--- config.mk ---
export PLATFORM = sky130hd
export DESIGN_NAME = led_stretch_pwm_flat
export DESIGN_NICKNAME = d
export VERILOG_FILES = /design/src/rtl/led_stretch_pwm_if.sv /design/src/rtl/led_stretch_pwm.sv /design/src/flat_wrapper.sv
export SDC_FILE = /design/constraint.sdc
export NUM_CORES = 1
export LEC_CHECK = 0
export BUFFER_PORTS_ARGS = -buffer_cell sky130_fd_sc_hd__buf_2
export CAP_MARGIN = 5
export CORE_ASPECT_RATIO = 1.1
export CORE_MARGIN = 8
export CORE_UTILIZATION = 57
export CTS_BUF_LIST = sky130_fd_sc_hd__clkbuf_4 sky130_fd_sc_hd__clkbuf_8 sky130_fd_sc_hd__clkbuf_16
export CTS_CLUSTER_DIAMETER = 150
export DETAILED_ROUTE_END_ITERATION = 10
export GPL_TIMING_DRIVEN = 1
export PLACE_DENSITY = 0.79
export SLEW_MARGIN = 20
export SYNTH_ARGS = -nofsm -noshare
export SYNTH_HDL_FRONTEND = slang
export SYNTH_SLANG_ARGS = --single-unit
export TNS_END_PERCENT = 20
--- constraint.sdc ---
create_clock -name clk -period 2.5 [get_ports clk]
set_clock_uncertainty 0.2 [all_clocks]
set_input_delay 0.5 -clock clk [delete_from_list [all_inputs] [get_ports clk]]
set_output_delay 0.5 -clock clk [all_outputs]
set_load 0.1 [all_outputs]
--- src/rtl/led_stretch_pwm_if.sv ---
`default_nettype none
// ============================================================================
// Module   : led_stretch_pwm_if
// Brief    : LED bus between the CPU core and the LED output stage.
// Revision : 1.0
// ============================================================================
interface led_stretch_pwm_if #(
    parameter int WIDTH = 12
);
    logic [WIDTH-1:0] led_in;
    logic [WIDTH-1:0] led_out;

    modport master (output led_in, input led_out);
    modport slave  (input led_in, output led_out);
endinterface
`default_nettype wire

--- src/rtl/led_stretch_pwm.sv ---
`default_nettype none
// ============================================================================
// Module   : led_stretch_pwm
// Brief    : Registered LED output stage with per-bit pulse stretching and an
//            optional global brightness PWM (enabled by macro LED_PWM_EN).
// Revision : 1.0
// ============================================================================
module led_stretch_pwm #(
    parameter int WIDTH   = 12,
    parameter int STRETCH = 1000000,
    parameter int PWM_W   = 8,
    parameter int DUTY    = 64
) (
    input  wire logic         clk,
    input  wire logic         rst,
    led_stretch_pwm_if.slave  bus
);

    localparam int              c_CW     = (STRETCH > 0) ? $clog2(STRETCH + 1) : 1;
    localparam logic [c_CW-1:0] c_RELOAD = c_CW'(STRETCH);

    logic [WIDTH-1:0] r_in_q;
    logic [WIDTH-1:0] w_stretched;
    logic [WIDTH-1:0] r_led_out;
    logic             w_pwm_on;

    always_ff @(posedge clk) begin
        if (rst) begin
            r_in_q <= '0;
        end else begin
            r_in_q <= bus.led_in;
        end
    end

    // Counter reloads while the bit is high, so retriggers extend without a gap.
    generate
        for (genvar i = 0; i < WIDTH; i++) begin : g_bit
            logic [c_CW-1:0] r_cnt;

            always_ff @(posedge clk) begin
                if (rst) begin
                    r_cnt <= '0;
                end else if (r_in_q[i]) begin
                    r_cnt <= c_RELOAD;
                end else if (r_cnt != '0) begin
                    r_cnt <= r_cnt - c_CW'(1);
                end
            end

            assign w_stretched[i] = r_in_q[i] | (r_cnt != '0);
        end
    endgenerate

`ifdef LED_PWM_EN
    localparam bit             c_ALWAYS_ON = (DUTY >= (1 << PWM_W));
    localparam logic [PWM_W:0] c_DUTY      = (PWM_W + 1)'(DUTY);

    logic [PWM_W-1:0] r_pwm_cnt;

    always_ff @(posedge clk) begin
        if (rst) begin
            r_pwm_cnt <= '0;
        end else begin
            r_pwm_cnt <= r_pwm_cnt + PWM_W'(1);
        end
    end

    // Saturating duties are decided at elaboration, so truncation of c_DUTY is harmless.
    assign w_pwm_on = c_ALWAYS_ON | ({1'b0, r_pwm_cnt} < c_DUTY);
`else
    wire logic w_unused_cfg = ^{PWM_W[0], DUTY[0]};

    assign w_pwm_on = 1'b1;
`endif

    always_ff @(posedge clk) begin
        if (rst) begin
            r_led_out <= '0;
        end else begin
            r_led_out <= w_stretched & {WIDTH{w_pwm_on}};
        end
    end

    assign bus.led_out = r_led_out;

endmodule
`default_nettype wire

--- src/flat_wrapper.sv ---
// flat-port wrapper written by rule: the top's interface ports become plain ports
module led_stretch_pwm_flat 
#(
    parameter int WIDTH   = 12,
    parameter int STRETCH = 1000000,
    parameter int PWM_W   = 8,
    parameter int DUTY    = 64
)
  (clk, rst, bus_led_in, bus_led_out);
  led_stretch_pwm_if #(.WIDTH(WIDTH)) bus_i ();
  input  wire logic clk;
  input  wire logic rst;
  input wire logic [$bits(bus_i.led_in)-1:0] bus_led_in;
  output wire logic [$bits(bus_i.led_out)-1:0] bus_led_out;
  assign bus_i.led_in = bus_led_in;
  assign bus_led_out = bus_i.led_out;
  led_stretch_pwm #(.WIDTH(WIDTH), .STRETCH(STRETCH), .PWM_W(PWM_W), .DUTY(DUTY)) u_core (.clk(clk), .rst(rst), .bus(bus_i));
endmodule
Yosys cells after proc, flatten, opt, wreduce, memory -nomap -nowiden

Index checks and enable logic that the tools add are counted.

Bits in registers: 264
Input bits: 14
Output and inout bits: 12
Word-level logic and storage cells: 110

$add $sub $neg: 12
Multiplexer cells: 24
Bitwise logic cells: 12
Reductions and logical operators: 36

Operators with widths:

| cell                                               | count |
|---|---|
| two-way mux 20 bit                                 | 24 |
| nonzero test 20 bit                                | 12 |
| subtractor 20 x 1 -> 20 bit, second input constant | 12 |
| nonzero test 2 bit                                 | 12 |
| OR reduction 2 bit                                 | 12 |
| OR 1 bit                                           | 12 |

Logic depth before layout (Yosys ltp)

Gate-level depths: netlist (run 1).

Depth after elaboration: 3
Mapped depth: 9

Worst setup path before layout (run 1)

Ideal clock, no wire load.

Path kind: flip-flop to flip-flop
Start: register u_core.g_bit[7].r_cnt[2]
End: register u_core.g_bit[7].r_cnt[6]
Arrival time: 2184 ps
Data required time: 2171 ps
Slack: -12 ps
Cell stages (with the launch flop): 9
Path buffers: 3
Cells stage by stage: dfxtp_1 > or4_1 > clkbuf_1 > or4_1 > buf_2 > or2_1 > clkbuf_1 > or4b_2 > a31oi_1

Word-level cells in the longest chain between the ends: 3
Elaborated cells between the ends (all ways): 5

RTL lines:

| what                        | line                  | source |
|---|---|---|
| start, declared             | led_stretch_pwm.sv:38 | `logic [c_CW-1:0] r_cnt;` |
| start signal, assigned      | led_stretch_pwm.sv:44 | `r_cnt <= c_RELOAD;` |
| start signal, assigned      | led_stretch_pwm.sv:46 | `r_cnt <= r_cnt - c_CW'(1);` |
| subtractor 20 x 1 -> 20 bit | led_stretch_pwm.sv:46 |  |
| two-way mux 20 bit          | led_stretch_pwm.sv:45 | `end else if (r_cnt != '0) begin` |
| two-way mux 20 bit          | led_stretch_pwm.sv:43 | `end else if (r_in_q[i]) begin` |

Parallel ways exist; a longest one is shown, timed or not. The select of a mux whose other input is x is not followed.
A chain may end at the register's enable or synchronous reset.

Worst setup path in the final report (run 1)

Start: register u_core.g_bit[0].r_cnt[0]
End: register u_core.g_bit[0].r_cnt[18]

Word-level cells in the longest chain between the ends: 3
Elaborated cells between the ends (all ways): 5

RTL lines:

| what                        | line |
|---|---|
| start, declared             | led_stretch_pwm.sv:38 |
| start signal, assigned      | led_stretch_pwm.sv:44 |
| start signal, assigned      | led_stretch_pwm.sv:46 |
| subtractor 20 x 1 -> 20 bit | led_stretch_pwm.sv:46 |
| two-way mux 20 bit          | led_stretch_pwm.sv:45 |
| two-way mux 20 bit          | led_stretch_pwm.sv:43 |

Parallel ways exist; a longest one is shown, timed or not. The select of a mux whose other input is x is not followed.

==> results.md, run 1 <==
* Nets at 1,567
* Die height at 170.3 um
* Slew Viols, Final at 0
* Clock root cell: clkbuf_16
* Ports at 26
* Synthesized area at 12,340 um2
* Multi-input logic area at 6689 um2
* Worst hold path class: in2reg
* Required @ worst endpoint at 2.76 ns
* Power share of the combinational group at 0.467
* Met2 usage in global routing at 0.3491
* Ant diodes at 0
* Syn-to-layout area delta at 15.51%
* GR Util met3 at 0.02841
* GR peak layer: met2
* Switch share at 0.4037
* Number of DRC markers in iteration 0 at 538
* Top post-synthesis cells by area: dfxtp_1 43%, nor2_1 6.8%, xnor2_1 4.9%, a21oi_1 4.7%, xor2_1 4.3%
* Slew headroom at 0.5728
* Clk slew on worst S/H paths at 0.06 ns
* Vias per inst at 5.814
* GRT Total Usage at 0.1917
* Power Density at 1524 nW/um2
* Post-synth EDFFs at 0
* Sw Pwr at 8.774 mW
* WL/cell at 13.76 um
* Post-layout worst setup margin at 0.07198 ns
* Worst reg2reg endpoint: u_core.g_bit[0].r_cnt[18]$_SDFFE_PP0P_
* Seq pwr share at 0.328
* IO buf count at 25
* Max Root-Sink Buffers at 3
* RSZ-0062 raised after global routing: false
* Rows at 56
* Seq/Total Area, Yosys at 0.4281
* Worst Path Buf+Inv at 1
* Slew @ Worst Pin at 0.6349 ns
* # Max-Cap Violations at 0
* Via count at 10,770
* #FFs+latches synth at 264
* Largest net degree at the start of global routing at 25
* Total wire length at 25,480 um
* Critical path depth at 6
* CORE AREA at 21,300 um2
* Initial antenna violation count at 0
* CTS HTree Levels at 1
* Worst-path fanout max at 6
* Final HPWL DP at 17,190 um
* Placed insts at 1,791
* Setup violators final at 0
* Nature of the critical path startpoint: flip-flop
* CTS Buf Count at 28
* Initial DRT Pass Iterations at 5
* Slowest-stage cell, CP: or4b_2
* Post-DRT Antenna Nets at 0
* Met1 global-route usage at 0.2267
* Top-area cell type share of the netlist area at 0.4281
* GRT overflow at 0
* Leakage power at 5.441 nW
* Critical path cell sequence: inv_1, ha_1, or4b_2, or3b_4, or4_1, a31oi_1
* Total Power at 21.73 mW
* Run status: complete, no violations
* Hold path depth at 2
* Internal power at 12.96 mW
* Clock Latency Late Sink at 0.53 ns
* CP Class: reg2reg
* Synthesized Nets at 1,487
* Minimum clock period at 2.428 ns
* Most common cell in the netlist: dfxtp_1
* # DRC at 0
* Chip width at 156.3 um
* Post-Syn Instances at 1,461
* CP top delay family: simple AND/OR/NAND/NOR gates
* R2r setup slk at 0.07 ns
* Pre-CTS setup slack at -0.02922 ns
* Max Freq at 411.9 MHz
* Final Cycle Share at 0.9712
* Worst Setup EP: u_core.g_bit[0].r_cnt[18]$_SDFFE_PP0P_
* Number of library cell types mapped by synthesis at 63
* Non-Filler Instances at 1,852
* CTS sink count at 264
* Final hold vios at 0
* Ys flop type: dfxtp_1
* Ys async rst share at 0
* GP Congestion at 0.8694
* Ratio of cells with drive above 1 in the final layout at 0.1120
* Avg Inst Size Synth at 8.449 um2
* Die Outline Area at 26,630 um2
* CP arrival at 2.68 ns
* Initial core utilization at 0.5795
* Area leader, netlist: dfxtp_1
* Clock power share at 0.205
* CTS tree: yes
* CP max stage delay at 0.62 ns
* CP startpoint: u_core.g_bit[0].r_cnt[0]$_SDFFE_PP0P_
* R2R Path Start: u_core.g_bit[0].r_cnt[0]$_SDFFE_PP0P_
* First-pass GRT wire length at 45,050 um
* Fill cells at 1,773
* Sequential cell area at 5285 um2
* Final core utilization at 0.6694
* Syn. warnings at 0
* Vias in the first global route at 10,460
* Worst Reg-to-Reg Cells at 6
* Commonest cells in the synthesized netlist: 264 x dfxtp_1, 223 x nor2_1, 116 x a21oi_1, 69 x nand2_1, 69 x xnor2_1
* Peak VDD IR at 0.7437 mV
* Nature of the critical path endpoint: flip-flop
## stage by stage
step	instance area, um2	hold slack, ns	setup TNS, ns
5_1_grt	14260	0.02484	0
2_1_floorplan	12350	0.2369	0
6_report	14260	0.02716	0
3_3_place_gp	13110	0.2489	0
3_5_place_dp	13110	0.2504	-0.02922
4_1_cts	14230	0.001064	0
## cells in the final DEF (no fill, tap or decap), types with 17 or more instances in the layout
master,synthesis,routed
or4_1,38,36
or3_1,34,34
clkbuf_16,0,29
xor2_1,61,61
nand3_1,38,38
a31oi_1,28,28
buf_2,1,24
mux2i_1,18,18
xnor2_1,69,69
nand4_1,17,17
nor2_1,223,223
dfxtp_1,264,264
nor3_1,60,59
buf_4,1,67
nor4_1,60,60
a21oi_1,116,116
o21ai_0,44,44
nand2_1,69,69
nor2b_1,21,21
inv_1,47,47
a211oi_1,27,26
o211ai_1,24,24
## kinds of logic (layout without fill, tap and decap cells)
kind of cell	after synthesis	after routing	synth area share
buffers and inverters	99	200	0.03274
and+or+nand+nor	639	639	0.2686
AOI/OAI and AO/OA	298	298	0.1506
muxes	19	19	0.01551
DFF	264	264	0.4281
xor gates and xnor gates	130	130	0.09224
adders and majority gates	12	12	0.01216
## area by class of cell
type / count / share of cell area
clock buffer: 40 / 0.06020
timing repair buffer: 101 / 0.05072
inverter: 48 / 0.01264
clock inverter: 11 / 0.01123
multi-input combinational: 1098 / 0.4691
tap: 290 / 0.02545
sequential: 264 / 0.3707
## routing by layer
layer | up-vias | share of wire
li1 | 5482 | -
met1 | 5068 | 0.45
met2 | 176 | 0.49
met3 | 41 | 0.036
met4 | 0 | 0.016
met5 | - | 0
## power groups by stage
stage	clock [mW]	sequential, mW	combinational [mW]
after floorplan	0	7.01	7.52
after global placement	0	7.06	9.70
after detailed placement	0	7.14	9.93
after CTS	4.54	7.09	10.1
after global routing	4.73	7.35	11.4
final	4.45	7.13	10.2
## sequential cells by signal (all words and copies together), names as in the netlist
register / count
u_core.r_in_q: 12
u_core.g_bit.r_cnt: 240
u_core.bus.led_out: 12
## worst min-delay path by stage
stage,to,startpoint,slack [ns]
after global routing,u_core.r_in_q[5]$_SDFF_PP0_,bus_led_in[5],0.02
after detailed placement,u_core.g_bit[0].r_cnt[11]$_SDFFE_PP0P_,u_core.g_bit[0].r_cnt[11]$_SDFFE_PP0P_,0.25
after CTS,u_core.r_in_q[5]$_SDFF_PP0_,bus_led_in[5],0.001
after global placement,u_core.g_bit[0].r_cnt[11]$_SDFFE_PP0P_,u_core.g_bit[0].r_cnt[11]$_SDFFE_PP0P_,0.25
after floorplan,u_core.g_bit[0].r_cnt[11]$_SDFFE_PP0P_,u_core.g_bit[0].r_cnt[11]$_SDFFE_PP0P_,0.24
final,u_core.r_in_q[5]$_SDFF_PP0_,bus_led_in[5],0.03
## repair_timing
action,in CTS,in global routing
endpoints found under the setup margin,2,10
hold buffers,10,0
resized for setup,1,7
setup buffers,0,0
hold endpoints to repair,10,0
pin swaps,0,2
No activity file was read; power rests on OpenSTA's default activity.
==> run 2: changes to the inputs <==
--- a/config.mk
+++ b/config.mk
@@ -9,12 +9,12 @@
 export CAP_MARGIN = 5
 export CORE_ASPECT_RATIO = 1.1
 export CORE_MARGIN = 8
-export CORE_UTILIZATION = 57
-export CTS_BUF_LIST = sky130_fd_sc_hd__clkbuf_4 sky130_fd_sc_hd__clkbuf_8 sky130_fd_sc_hd__clkbuf_16
+export CORE_UTILIZATION = 59
+export CTS_BUF_LIST = sky130_fd_sc_hd__clkbuf_4 sky130_fd_sc_hd__clkbuf_8
 export CTS_CLUSTER_DIAMETER = 150
 export DETAILED_ROUTE_END_ITERATION = 10
 export GPL_TIMING_DRIVEN = 1
-export PLACE_DENSITY = 0.79
+export PLACE_DENSITY = 0.82
 export SLEW_MARGIN = 20
 export SYNTH_ARGS = -nofsm -noshare
 export SYNTH_HDL_FRONTEND = slang
==> run 2 against run 1 <==
Effect of this change: critical path depth shrank 1; die area down 3.1%; clock-buffer cell count grew 23; critical path type unchanged; sequential cell count is the same; non-clock buffer count is 2 lower; critical endpoint is now u_core.g_bit[7].r_cnt[18]$_SDFFE_PP0P_; highest routed layer unchanged; sequential share of layout area is 0.30 points higher; maximum frequency is 0.19% higher; first-iteration DRC count increased by 15%; final cell count shrank 0.70%; sequential power is essentially flat; total power down 1.9%; hold slack improved by 0.035 ns.
==> results.md, run 2 (same netlist as run 1, synthesis figures left out) <==
* Die Outline Area at 25,810 um2
* Commonest non-fill, non-tap cell in the layout: dfxtp_1
* # Max-Cap Violations at 0
* Clock power share at 0.191
* Clock root cell: clkbuf_8
* Clock Latency Late Sink at 0.54 ns
* GRT overflow at 0
* Total wire length at 25,770 um
* First-pass GRT wire length at 44,750 um
* Max Freq at 412.6 MHz
* Via count at 10,800
* Internal power at 12.54 mW
* Sequential cell area at 5285 um2
* Number of flip-flops in the largest register at 240
* Power share of the combinational group at 0.477
* Min Hold Slack at 0.06179 ns
* # DRC at 0
* Required @ worst endpoint at 2.71 ns
* Switch share at 0.4122
* Slew Viols, Final at 0
* Final HPWL DP at 17,130 um
* R2R Path Start: u_core.g_bit[7].r_cnt[2]$_SDFFE_PP0P_
* GRT Total Usage at 0.1956
* Nature of the critical path endpoint: flip-flop
* Rows at 55
* Fill cells at 1,631
* Power Density at 1508 nW/um2
* Most frequent cells in the layout: 264 x dfxtp_1, 223 x nor2_1, 116 x a21oi_1
* Postcts setup bufs at 0
* CORE AREA at 20,580 um2
* CTS Buf Count at 43
* Final Cycle Share at 0.9694
* Vias in the first global route at 10,280
* Minimum clock period at 2.423 ns
* CP startpoint: u_core.g_bit[7].r_cnt[2]$_SDFFE_PP0P_
* GP Congestion at 0.8389
* Multi-input logic area at 6689 um2
* Final hold vios at 0
* Run status: complete, no violations
* Chip width at 153.9 um
* Slew @ Worst Pin at 0.6029 ns
* Syn-to-layout area delta at 14.60%
* Post-DRT Antenna Nets at 0
* Worst hold path class: in2reg
* Ant diodes at 0
* CTS HTree Levels at 2
* CP Class: reg2reg
* Final TNS setup at 0 ns
* Clk slew on worst S/H paths at 0.06 ns
* IO buf count at 25
* Nets at 1,580
* Ports at 26
* RSZ-0062 raised after global routing: true
* CTS sink count at 264
* Seq pwr share at 0.333
* WL/cell at 14.01 um
* Largest net degree at the start of global routing at 49
* Sw Pwr at 8.792 mW
* Max Root-Sink Buffers at 3
* Slew headroom at 0.5877
* Die height at 167.7 um
* Initial core utilization at 0.5999
* Ratio of cells with drive above 1 in the final layout at 0.1226
* Peak VDD IR at 0.8837 mV
* Nature of the critical path startpoint: flip-flop
* Leakage power at 5.425 nW
* CTS tree: yes
* CP arrival at 2.64 ns
* Worst-path fanout max at 5
* Vias per inst at 5.873
* Initial antenna violation count at 0
* Initial DRT Pass Iterations at 5
* Top reg by flops: u_core.g_bit.r_cnt
* Number of DRC markers in iteration 0 at 617
* Worst Hold Launch: bus_led_in[5]
* Setup violators final at 0
-- run 2: cell types whose count changed in the layout (fill, tap and decap cells not counted), sizes merged --
cell         previous run  this run
buf                    91        88
clkbuf                 40        63
clkinvlp                2         3
dlygate4sd3            10        11
bufinv                  4         3
-- run 2: final timing paths --
| path | end | slack [ns] | cells after the start |
|---|---|---|---|
| hold reg to reg | u_core.g_bit[0].r_cnt[11]$_SDFFE_PP0P_ | 0.27 | 2 |
| setup reg to reg | u_core.g_bit[7].r_cnt[18]$_SDFFE_PP0P_ | 0.08 | 5 |
| setup / recovery | u_core.g_bit[7].r_cnt[18]$_SDFFE_PP0P_ | 0.08 | 5 |
| hold / removal | u_core.r_in_q[5]$_SDFF_PP0_ | 0.06 | 2 |
-- run 2: power by group through the flow --
| stage | clock, mW | sequential (mW) | combinational [mW] |
|---|---|---|---|
| 6_report | 4.07 | 7.10 | 10.2 |
| 5_1_grt | 4.36 | 7.33 | 11.4 |
| 4_1_cts | 4.16 | 7.06 | 10.1 |
| 3_5_place_dp | 0 | 7.12 | 9.94 |
| 3_3_place_gp | 0 | 7.06 | 9.67 |
| 2_1_floorplan | 0 | 7.01 | 7.52 |
-- run 2: cell type report --
cell class                      instances  share of cell area
Clock inverter                         11            0.009729
Tap cell                              256             0.02264
Sequential cell                       264              0.3736
Timing Repair Buffer                   99             0.05112
Inverter                               48             0.01274
Clock buffer                           63             0.05731
Multi-Input combinational cell       1098              0.4728
-- run 2: repair_timing --
item,4_1_cts,5_1_grt
endpoints found under the setup margin,0,10
resized for setup,0,8
hold buffers,11,0
hold endpoints to repair,11,0
-- run 2: stage by stage --
stage	instances	worst slack (ns)	power, mW	cell area [um2]	utilization
final	1839	0.07654	21.33	14150	0.6875
after global routing	1839	-0.004086	23.06	14150	0.6875
after CTS	1839	0.001189	21.29	14110	0.6859
after detailed placement	1754	-0.005977	17.05	13050	0.6344
after global placement	1754	0.04450	16.73	13050	0.6344
after floorplan	1461	0.01274	14.52	12350	-
-- run 2: routing by layer --
layer / track usage / wire length (um)
met3: 0.03708 / 979
met1: 0.2315 / 11700
met5: 0 / 0
met4: 0.07036 / 421
met2: 0.3466 / 12670
-- run 2: critical path, stage by stage (launching register included) --
cell	delay, ns
dfxtp_1	0.33
or4_1	0.54
or4_1	0.55
buf_4	0.19
o41ai_1	0.36
a21oi_1	0.14
